$ cat src/rtl/fetch_queue_if.sv
// Bundle between the fetch queue, instruction memory port A and the CPU core.
// The master modport is the fetch queue; the slave modport is its environment
// (memory model plus consumer). Handshake: a word moves from the queue to the
// core on every rising edge where instr_valid and instr_ready are both 1; while
// instr_valid=1 and instr_ready=0, instr and instr_pc hold steady.
interface fetch_queue_if #(
    parameter int ADDR_W = 11,
    parameter int DATA_W = 32,
    parameter int DEPTH  = 4
);
    localparam int CNT_W = $clog2(DEPTH + 1);

    // Core-side control
    logic              redirect;
    logic [ADDR_W-1:0] redirect_pc;

    // Memory port A
    logic              mem_rd_en;
    logic [ADDR_W-1:0] mem_addr;
    logic [DATA_W-1:0] mem_rdata;

    // Instruction stream to the core
    logic              instr_valid;
    logic [DATA_W-1:0] instr;
    logic [ADDR_W-1:0] instr_pc;
    logic              instr_ready;
    logic [CNT_W-1:0]  count;

    modport master (
        input  redirect,
        input  redirect_pc,
        output mem_rd_en,
        output mem_addr,
        input  mem_rdata,
        output instr_valid,
        output instr,
        output instr_pc,
        input  instr_ready,
        output count
    );

    modport slave (
        output redirect,
        output redirect_pc,
        input  mem_rd_en,
        input  mem_addr,
        output mem_rdata,
        input  instr_valid,
        input  instr,
        input  instr_pc,
        output instr_ready,
        input  count
    );
endinterface

$ cat src/rtl/fetch_queue.sv
// Instruction-fetch front end: owns the fetch PC, issues reads to a
// 1-cycle-latency memory port, buffers returned words with their PCs in a
// DEPTH-entry FIFO and hands them to the core in program order. A redirect
// flushes the FIFO and drops the response of any read still in flight.
module fetch_queue #(
    parameter int ADDR_W = 11,
    parameter int DATA_W = 32,
    parameter int DEPTH  = 4
) (
    input  logic              clk,
    input  logic              rst,
    input  logic [ADDR_W-1:0] start_pc,
    fetch_queue_if.master     bus
);
    localparam int CNT_W = $clog2(DEPTH + 1);
    localparam int PTR_W = $clog2(DEPTH);
    localparam logic [CNT_W:0]   DEPTH_EXT = (CNT_W + 1)'(DEPTH);
    localparam logic [CNT_W-1:0] DEPTH_CNT = CNT_W'(DEPTH);
    localparam logic [CNT_W-1:0] CNT_ONE   = CNT_W'(1);
    localparam logic [PTR_W-1:0] PTR_ONE   = PTR_W'(1);
    localparam logic [ADDR_W-1:0] PC_ONE   = ADDR_W'(1);

    // Fetch state
    logic [ADDR_W-1:0] fetch_pc;
    logic [ADDR_W-1:0] inflight_pc;
    logic              inflight;

    // FIFO state; storage is deliberately left unreset
    logic [PTR_W-1:0]  rd_ptr;
    logic [PTR_W-1:0]  wr_ptr;
    logic [CNT_W-1:0]  count_q;
    logic [DATA_W-1:0] data_mem [DEPTH];
    logic [ADDR_W-1:0] pc_mem   [DEPTH];

    logic has_room;
    logic issue;
    logic push;
    logic head_valid;
    logic pop;

    // A read is only issued when the FIFO can absorb it even if the one
    // already in flight lands first; this credit makes overflow impossible.
    assign has_room   = ({1'b0, count_q} + {{CNT_W{1'b0}}, inflight}) < DEPTH_EXT;
    assign issue      = !rst && !bus.redirect && has_room;
    assign push       = inflight && !rst && !bus.redirect;
    assign head_valid = (count_q != '0) && !rst && !bus.redirect;
    assign pop        = head_valid && bus.instr_ready;

    assign bus.mem_rd_en   = issue;
    assign bus.mem_addr    = fetch_pc;
    assign bus.instr_valid = head_valid;
    assign bus.instr       = data_mem[rd_ptr];
    assign bus.instr_pc    = pc_mem[rd_ptr];
    // Occupancy reads as zero while reset is held, even before the first
    // reset edge has cleared the register.
    assign bus.count       = rst ? '0 : count_q;

    // Fetch PC, in-flight tracking and FIFO bookkeeping; reset, then redirect,
    // take priority over normal issue/push/pop.
    always_ff @(posedge clk) begin
        if (rst) begin
            fetch_pc    <= start_pc;
            inflight    <= 1'b0;
            inflight_pc <= start_pc;
            rd_ptr      <= '0;
            wr_ptr      <= '0;
            count_q     <= '0;
        end else if (bus.redirect) begin
            fetch_pc <= bus.redirect_pc;
            inflight <= 1'b0;
            rd_ptr   <= '0;
            wr_ptr   <= '0;
            count_q  <= '0;
        end else begin
            inflight <= issue;
            if (issue) begin
                fetch_pc    <= fetch_pc + PC_ONE;
                inflight_pc <= fetch_pc;
            end
            if (push) begin
                wr_ptr <= wr_ptr + PTR_ONE;
            end
            if (pop) begin
                rd_ptr <= rd_ptr + PTR_ONE;
            end
            case ({push, pop})
                2'b10:   count_q <= count_q + CNT_ONE;
                2'b01:   count_q <= count_q - CNT_ONE;
                default: count_q <= count_q;
            endcase
        end
    end

    // Capture the returning word together with the PC it was fetched from.
    always_ff @(posedge clk) begin
        if (push) begin
            data_mem[wr_ptr] <= bus.mem_rdata;
            pc_mem[wr_ptr]   <= inflight_pc;
        end
    end

    // A landing response must always find a free slot.
    assert property (@(posedge clk) disable iff (rst) push |-> (count_q < DEPTH_CNT));

endmodule
$ cat src/flat_wrapper.sv
// flat-port wrapper written by rule: the top's interface ports become plain ports
module fetch_queue_flat 
#(
    parameter int ADDR_W = 11,
    parameter int DATA_W = 32,
    parameter int DEPTH  = 4
)
  (clk, rst, start_pc, bus_redirect, bus_redirect_pc, bus_mem_rd_en, bus_mem_addr, bus_mem_rdata, bus_instr_valid, bus_instr, bus_instr_pc, bus_instr_ready, bus_count);
  fetch_queue_if #(.ADDR_W(ADDR_W), .DATA_W(DATA_W), .DEPTH(DEPTH)) bus_i ();
  input  logic clk;
  input  logic rst;
  input  logic [ADDR_W-1:0] start_pc;
  input wire logic [$bits(bus_i.redirect)-1:0] bus_redirect;
  input wire logic [$bits(bus_i.redirect_pc)-1:0] bus_redirect_pc;
  output wire logic [$bits(bus_i.mem_rd_en)-1:0] bus_mem_rd_en;
  output wire logic [$bits(bus_i.mem_addr)-1:0] bus_mem_addr;
  input wire logic [$bits(bus_i.mem_rdata)-1:0] bus_mem_rdata;
  output wire logic [$bits(bus_i.instr_valid)-1:0] bus_instr_valid;
  output wire logic [$bits(bus_i.instr)-1:0] bus_instr;
  output wire logic [$bits(bus_i.instr_pc)-1:0] bus_instr_pc;
  input wire logic [$bits(bus_i.instr_ready)-1:0] bus_instr_ready;
  output wire logic [$bits(bus_i.count)-1:0] bus_count;
  assign bus_i.redirect = bus_redirect;
  assign bus_i.redirect_pc = bus_redirect_pc;
  assign bus_mem_rd_en = bus_i.mem_rd_en;
  assign bus_mem_addr = bus_i.mem_addr;
  assign bus_i.mem_rdata = bus_mem_rdata;
  assign bus_instr_valid = bus_i.instr_valid;
  assign bus_instr = bus_i.instr;
  assign bus_instr_pc = bus_i.instr_pc;
  assign bus_i.instr_ready = bus_instr_ready;
  assign bus_count = bus_i.count;
  fetch_queue #(.ADDR_W(ADDR_W), .DATA_W(DATA_W), .DEPTH(DEPTH)) u_core (.clk(clk), .rst(rst), .start_pc(start_pc), .bus(bus_i));
endmodule
$ cat config.mk
export PLATFORM = sky130hd
export DESIGN_NAME = fetch_queue_flat
export DESIGN_NICKNAME = d
export VERILOG_FILES = /design/src/rtl/fetch_queue_if.sv /design/src/rtl/fetch_queue.sv /design/src/flat_wrapper.sv
export SDC_FILE = /design/constraint.sdc
export NUM_CORES = 1
export LEC_CHECK = 0
export CAP_MARGIN = 20
export CORE_MARGIN = 4
export CORE_UTILIZATION = 54
export DETAILED_ROUTE_END_ITERATION = 7
export GPL_TIMING_DRIVEN = 1
export PLACE_DENSITY = 0.81
export SYNTH_ARGS = -nofsm -noshare
export SYNTH_HDL_FRONTEND = slang
export SYNTH_SLANG_ARGS = --single-unit
$ cat constraint.sdc
create_clock -name clk -period 2.7 [get_ports clk]
set_clock_uncertainty 0.15 [all_clocks]
set_input_delay 0.27 -clock clk [delete_from_list [all_inputs] [get_ports clk]]
set_output_delay 0.27 -clock clk [all_outputs]
set_load 0.01 [all_outputs]
==> out/qor.yml, run 1 <==
detail_route.vias_per_cell: 5.61
vias: 3958
grt-ovfl-total: 0
postRouteAntennaNets: 0
synth_enable_flop_cells: 194
setup_viol: 0
yosysTopAreaCell: "edfxtp_1"
crit_path_end_kind: "output port"
avgSynthCellArea_um2: 20.7
synthTopCellsByArea: "edfxtp_1 (74%), mux4_2 (12%), dfxtp_1 (2.6%)"
htree_levels: 1
status: "complete, no violations"
syn_to_final_growth_pct: 27.5
drive_gt1_frac: 0.200
required_ns: 2.28
grt_start_max_net_pins: 44
synth_nets: 444
crit_fanout: 8
ctsHoldBuffers: 0
hold_viol_final: 0
holdCritPathClass: "input pin to flop"
coreArea_um2: 14000
netlist_instances: 379
finalWirelength_um: 14400
slew_violations: 0
cts_buffers: 20
fin_nets: 577
fp-row-count: 43
synth_warnings: 0
fmax_ghz: 0.391
total_power_w: 0.00661
post-dp-hpwl_um: 8650
leakagePower_nw: 3.22
n_antenna_cell: 0
die-area_um2: 16500
drtIter0Drc: 298
fin_cells: 706
gp_congestion: 0.913
num_io_pins: 117
synth_most_common_cell: "edfxtp_1"
drv_cap: 0
syn_area_um2: 7850
fin_setup_tns_ns: 0
drc: 0
die_h_um: 129
startpoint_type: "flop"
worst_pin_slew_ns: 0.528
pre_cts_ws_ns: 0.167
dp_cells: 668
grt_pass1_wl_um: 22700
ir_worst_vdd_mv: 0.410
async_flop_share: 0
start_util: 0.559
power.density_nw_per_um2: 660
critical_path_class: "flop to output port"
drtPass1Iterations: 4
cts-root-buf: "clkbuf_16"
ctsLongestPathBuffers: 3
setup_ws_ns: 0.141
cts_tree: "yes"
yosys-top-cells-count: "edfxtp_1 (194), mux4_2 (43), nor2_1 (14)"
min_period_ns: 2.56
ys_seq_area_frac: 0.768
rsz0062_at_grt: "no"
synthFlopType: "edfxtp_1"
track_usage: 0.176
clkTransAtPathRegs_ns: 0.07
clk-insertion-delay-late_ns: 0.47
port_buffers: 116
worstPathArrival_ns: 2.14
cts_sinks: 204
placed_area_um2: 9330
design_area_um2: 10000
synth_cell_type_count: 31
first_global_vias: 4338
worst_slew_margin_rel: 0.647
chipWidth_um: 129
ys_ff_latch: 204
fin_crit_sh: 0.948
antenna_found_initial: 0
synth_top_cell_area_share: 0.742
wire_per_inst_um: 20.4
-- critical path, cell delays in order, from the launching register on --
cell,delay (ns)
dfxtp_4,0.40
buf_4,0.23
mux4_2,0.54
clkdlybuf4s50_1,0.50
-- cells in the final DEF (no fill, tap or decap), types with 3 or more instances in the layout --
cell,n
edfxtp_1,194
clkdlybuf4s50_1,116
mux4_2,43
clkbuf_16,21
nor2_1,14
o21ai_0,13
mux2_2,9
xor2_1,9
inv_1,8
nand2_1,8
dfxtp_1,8
a22oi_1,7
buf_12,7
buf_4,7
nand3_1,6
ha_1,6
nand4_1,5
and3_2,4
clkinvlp_4,4
clkinv_1,4
or3_1,3
xnor2_1,3
a21oi_1,3
-- per-layer routing --
layer / global-route usage / part of all wire / vias up
li1: - / - / 1810
met5: 0 / 0 / -
met3: 0.0386 / 0.076 / 9
met4: 0.0296 / 0.0055 / 0
met1: 0.239 / 0.41 / 1966
met2: 0.302 / 0.51 / 173
-- final timing paths --
| check | from | depth (start not counted) | slack [ns] | endpoint |
|---|---|---|---|---|
| setup / recovery | flop | 3 | 0.14 | bus_instr[14] |
| hold / removal | bus_mem_rdata[23] | 1 | 0.28 | u_core.data_mem[2][23] |
| setup reg to reg | u_core.count_q[0] | 8 | 0.43 | u_core.count_q[2] |
| hold reg to reg | u_core.inflight_pc[8] | 0 | 0.35 | u_core.pc_mem[0][8] |
-- state kept, by name, indices dropped and copies added, names as in the netlist, named ones only --
name,flops
u_core.pc_mem,44
u_core.inflight_pc,11
u_core.data_mem,128
u_core.rd_ptr,2
u_core.count_q,3
u_core.bus.mem_addr,11
u_core.inflight,1
u_core.wr_ptr,2
-- repair_timing --
| item | in CTS | in global routing |
|---|---|---|
| hold endpoints to repair | 0 | 0 |
| setup endpoints to repair | 30 | 0 |
| setup buffers | 2 | 0 |
| resized for setup | 0 | 0 |
-- logic make-up (layout without fill, tap and decap cells) --
logic type,after synthesis,in the layout,share of synthesized area
simple gates,48,48,0.0308
compound gates,27,27,0.0209
mux,54,54,0.139
buf+inv,27,174,0.0159
fa+ha+maj,7,7,0.0121
flops,204,204,0.768
xor+xnor,12,12,0.0134
-- area by class of cell --
class,instances,area [um2]
timing repair buffer,130,1350
clock inverter,15,141
tap,180,225
fill,842,4040
sequential,204,6030
inverter,8,30.0
multi-input combinational,148,1700
clock buffer,21,526
-- power breakdown --
part           switching [W]  internal, W
Clock                0.00110      0.00162
Combinational       0.000122     0.000177
Sequential         0.0000531      0.00353
Total                0.00128      0.00533
-- metrics by stage --
stage | hold WS [ns] | util
floorplan | 0.219 | -
global placement | 0.318 | 0.664
detailed placement | 0.332 | 0.664
CTS | 0.265 | 0.713
global route | 0.266 | 0.713
finish | 0.278 | 0.713
No activity file was read; power rests on OpenSTA's default activity.
==> run 2: changes to the inputs <==
- ABC_CLOCK_PERIOD_IN_PS: default -> 2700
- CORE_ASPECT_RATIO: default -> 0.8
==> out/qor.yml, run 2 (same netlist as run 1, synthesis figures left out) <==
status: "complete, no violations"  # unchanged
required_ns: 2.28  # about the same
fillers: 846  # was 842
dp_cells: 673  # was 668
cp_slowest_stage_delay_ns: 0.54  # about the same
detail_route.vias_per_cell: 5.69  # was 5.61
largest_register_ffs: 128  # unchanged
grt_pass1_wl_um: 23600  # was 22,700 um
grt-ovfl-total: 0  # unchanged
gp_congestion: 0.888  # was 0.913
finalWirelength_um: 14700  # was 14,400 um
fin_crit_sh: 0.957  # was 0.948
chipWidth_um: 143  # was 129 um
worstPathArrival_ns: 2.17  # was 2.14 ns
power.density_nw_per_um2: 658  # was 660 nW/um2
cp_cell_sequence: "buf_4 -> mux4_2 -> clkdlybuf4s50_1"  # unchanged
cpLargestDelayFamily: "buffers and inverters"  # unchanged
regMostFlops: "u_core.data_mem"  # unchanged
first_global_vias: 4360  # was 4,338
setup_viol: 0  # unchanged
grt_util_met2: 0.303  # was 0.302
ir_worst_vdd_mv: 0.413  # was 0.410 mV
reg_top3: "u_core.data_mem (128), u_core.pc_mem (44)"  # unchanged
cts_buffers: 20  # unchanged
drtPass1Iterations: 4  # unchanged
cp_num_buf_inv: 2  # unchanged
mostFrequentLayoutCell: "edfxtp_1"  # unchanged
syn_to_final_growth_pct: 27.3  # was 27.5%
worstHoldStart: "bus_mem_rdata[29]"  # was bus_mem_rdata[23]
use_met3: 0.0371  # was 0.0386
holdCritPathClass: "input pin to flop"  # unchanged
crit_path_end_kind: "output port"  # unchanged
ctsLongestPathBuffers: 3  # unchanged
drv_cap: 0  # unchanged
post-dp-hpwl_um: 9120  # was 8650 um
num_io_pins: 117  # unchanged
die_h_um: 116  # was 129 um
cts_sinks: 204  # unchanged
htree_levels: 1  # unchanged
fin_setup_tns_ns: 0  # unchanged
drc: 0  # unchanged
coreArea_um2: 14200  # was 14,000 um2
worst_slew_margin_rel: 0.649  # was 0.647
fmax_ghz: 0.387  # was 0.391 GHz
min_period_ns: 2.59  # was 2.56 ns
cts-root-buf: "clkbuf_16"  # unchanged
reg2reg_from: "u_core.count_q[0]"  # unchanged
start_util: 0.551  # was 0.559
layout_common_cells: "edfxtp_1 (194), clkdlybuf4s50_1 (116), mux4_2 (43)"  # unchanged
vias: 4040  # was 3,958
critical_path_class: "flop to output port"  # unchanged
hold_viol_final: 0  # unchanged
grt_start_max_net_pins: 44  # unchanged
clkTransAtPathRegs_ns: 0.06  # was 0.07 ns
cts_tree: "yes"  # unchanged
rsz0062_at_grt: "no"  # unchanged
utilization: 0.701  # was 0.713
drive_gt1_frac: 0.190  # was 0.200
clk-insertion-delay-late_ns: 0.48  # was 0.47 ns
fp-row-count: 39  # was 43
startpoint_type: "flop"  # unchanged
die-area_um2: 16500  # about the same
postRouteAntennaNets: 0  # unchanged
n_antenna_cell: 0  # unchanged
slowest_stage: "clkdlybuf4s50_1"  # was mux4_2
crit_fanout: 7  # was 8
fin_nets: 577  # unchanged
grt_busiest_layer: "met2"  # unchanged
antenna_found_initial: 0  # unchanged
slew_violations: 0  # unchanged
fin_cells: 710  # was 706
worst_pin_slew_ns: 0.525  # was 0.528 ns
wire_per_inst_um: 20.8  # was 20.4 um
port_buffers: 116  # unchanged
met1_usage: 0.265  # was 0.239
leakagePower_nw: 3.22  # about the same
track_usage: 0.185  # was 0.176
drtIter0Drc: 193  # was 298
## run 2: cell count changes in the layout (fill, tap and decap cells not counted)
cell / previous run / this run
clkbuf_1: 0 / 5
clkinv_2: 2 / 3
clkinv_4: 2 / 0
clkinvlp_4: 4 / 1
inv_6: 1 / 0
## run 2: per-stage QoR
step	cell area, um2	setup slack (ns)	hold WS [ns]	total power [W]
after detailed placement	9340	0.138	0.343	0.00396
after floorplan	7850	0.301	0.219	0.00375
after CTS	9990	0.0670	0.259	0.00664
final	9990	0.115	0.279	0.00657
after global placement	9340	0.268	0.319	0.00394
after global routing	9990	0.0277	0.261	0.00681
## run 2: cell type report
cell class / instances / area, um2 / share of cell area
Tap cell: 184 / 230 / 0.0231
Timing Repair Buffer: 130 / 1350 / 0.136
Multi-Input combinational cell: 148 / 1700 / 0.170
Inverter: 8 / 30.0 / 0.00301
Sequential cell: 204 / 6030 / 0.604
Clock inverter: 10 / 97.6 / 0.00977
Clock buffer: 26 / 544 / 0.0545
## run 2: worst reg2reg max path: stages, from the launching register on
cell     delay, ns
dfxtp_1       0.40
or3_1         0.17
and3_1        0.21
ha_1          0.21
inv_1         0.06
fa_1          0.38
xor2_1        0.16
or3_1         0.32
a21oi_1       0.14
## run 2: power breakdown
part / total (W) / internal, W / switching [W]
Combinational: 0.000303 / 0.000177 / 0.000126
Clock: 0.00268 / 0.00161 / 0.00106
Sequential: 0.00359 / 0.00353 / 0.0000570
Total: 0.00657 / 0.00532 / 0.00125
## run 2: worst paths after layout
| path | depth (start not counted) | end | slack (ns) |
|---|---|---|---|
| worst max register to register | 8 | u_core.count_q[2] | 0.42 |
| worst min register to register | 0 | u_core.pc_mem[1][10] | 0.35 |
| worst min-delay path | 1 | u_core.data_mem[2][29] | 0.28 |
| worst max-delay path | 3 | bus_instr_pc[5] | 0.11 |
## run 2: timing repair
item / CTS / global route
gates resized for setup: 0 / 0
setup buffers: 1 / 0
setup endpoints to repair: 3 / 0
hold buffers: 0 / 0
## run 2: metal layers
layer / up-vias / part of all wire
met4: 0 / 0.019
met5: - / 0
met3: 27 / 0.070
met2: 171 / 0.48
li1: 1807 / -
met1: 2035 / 0.43
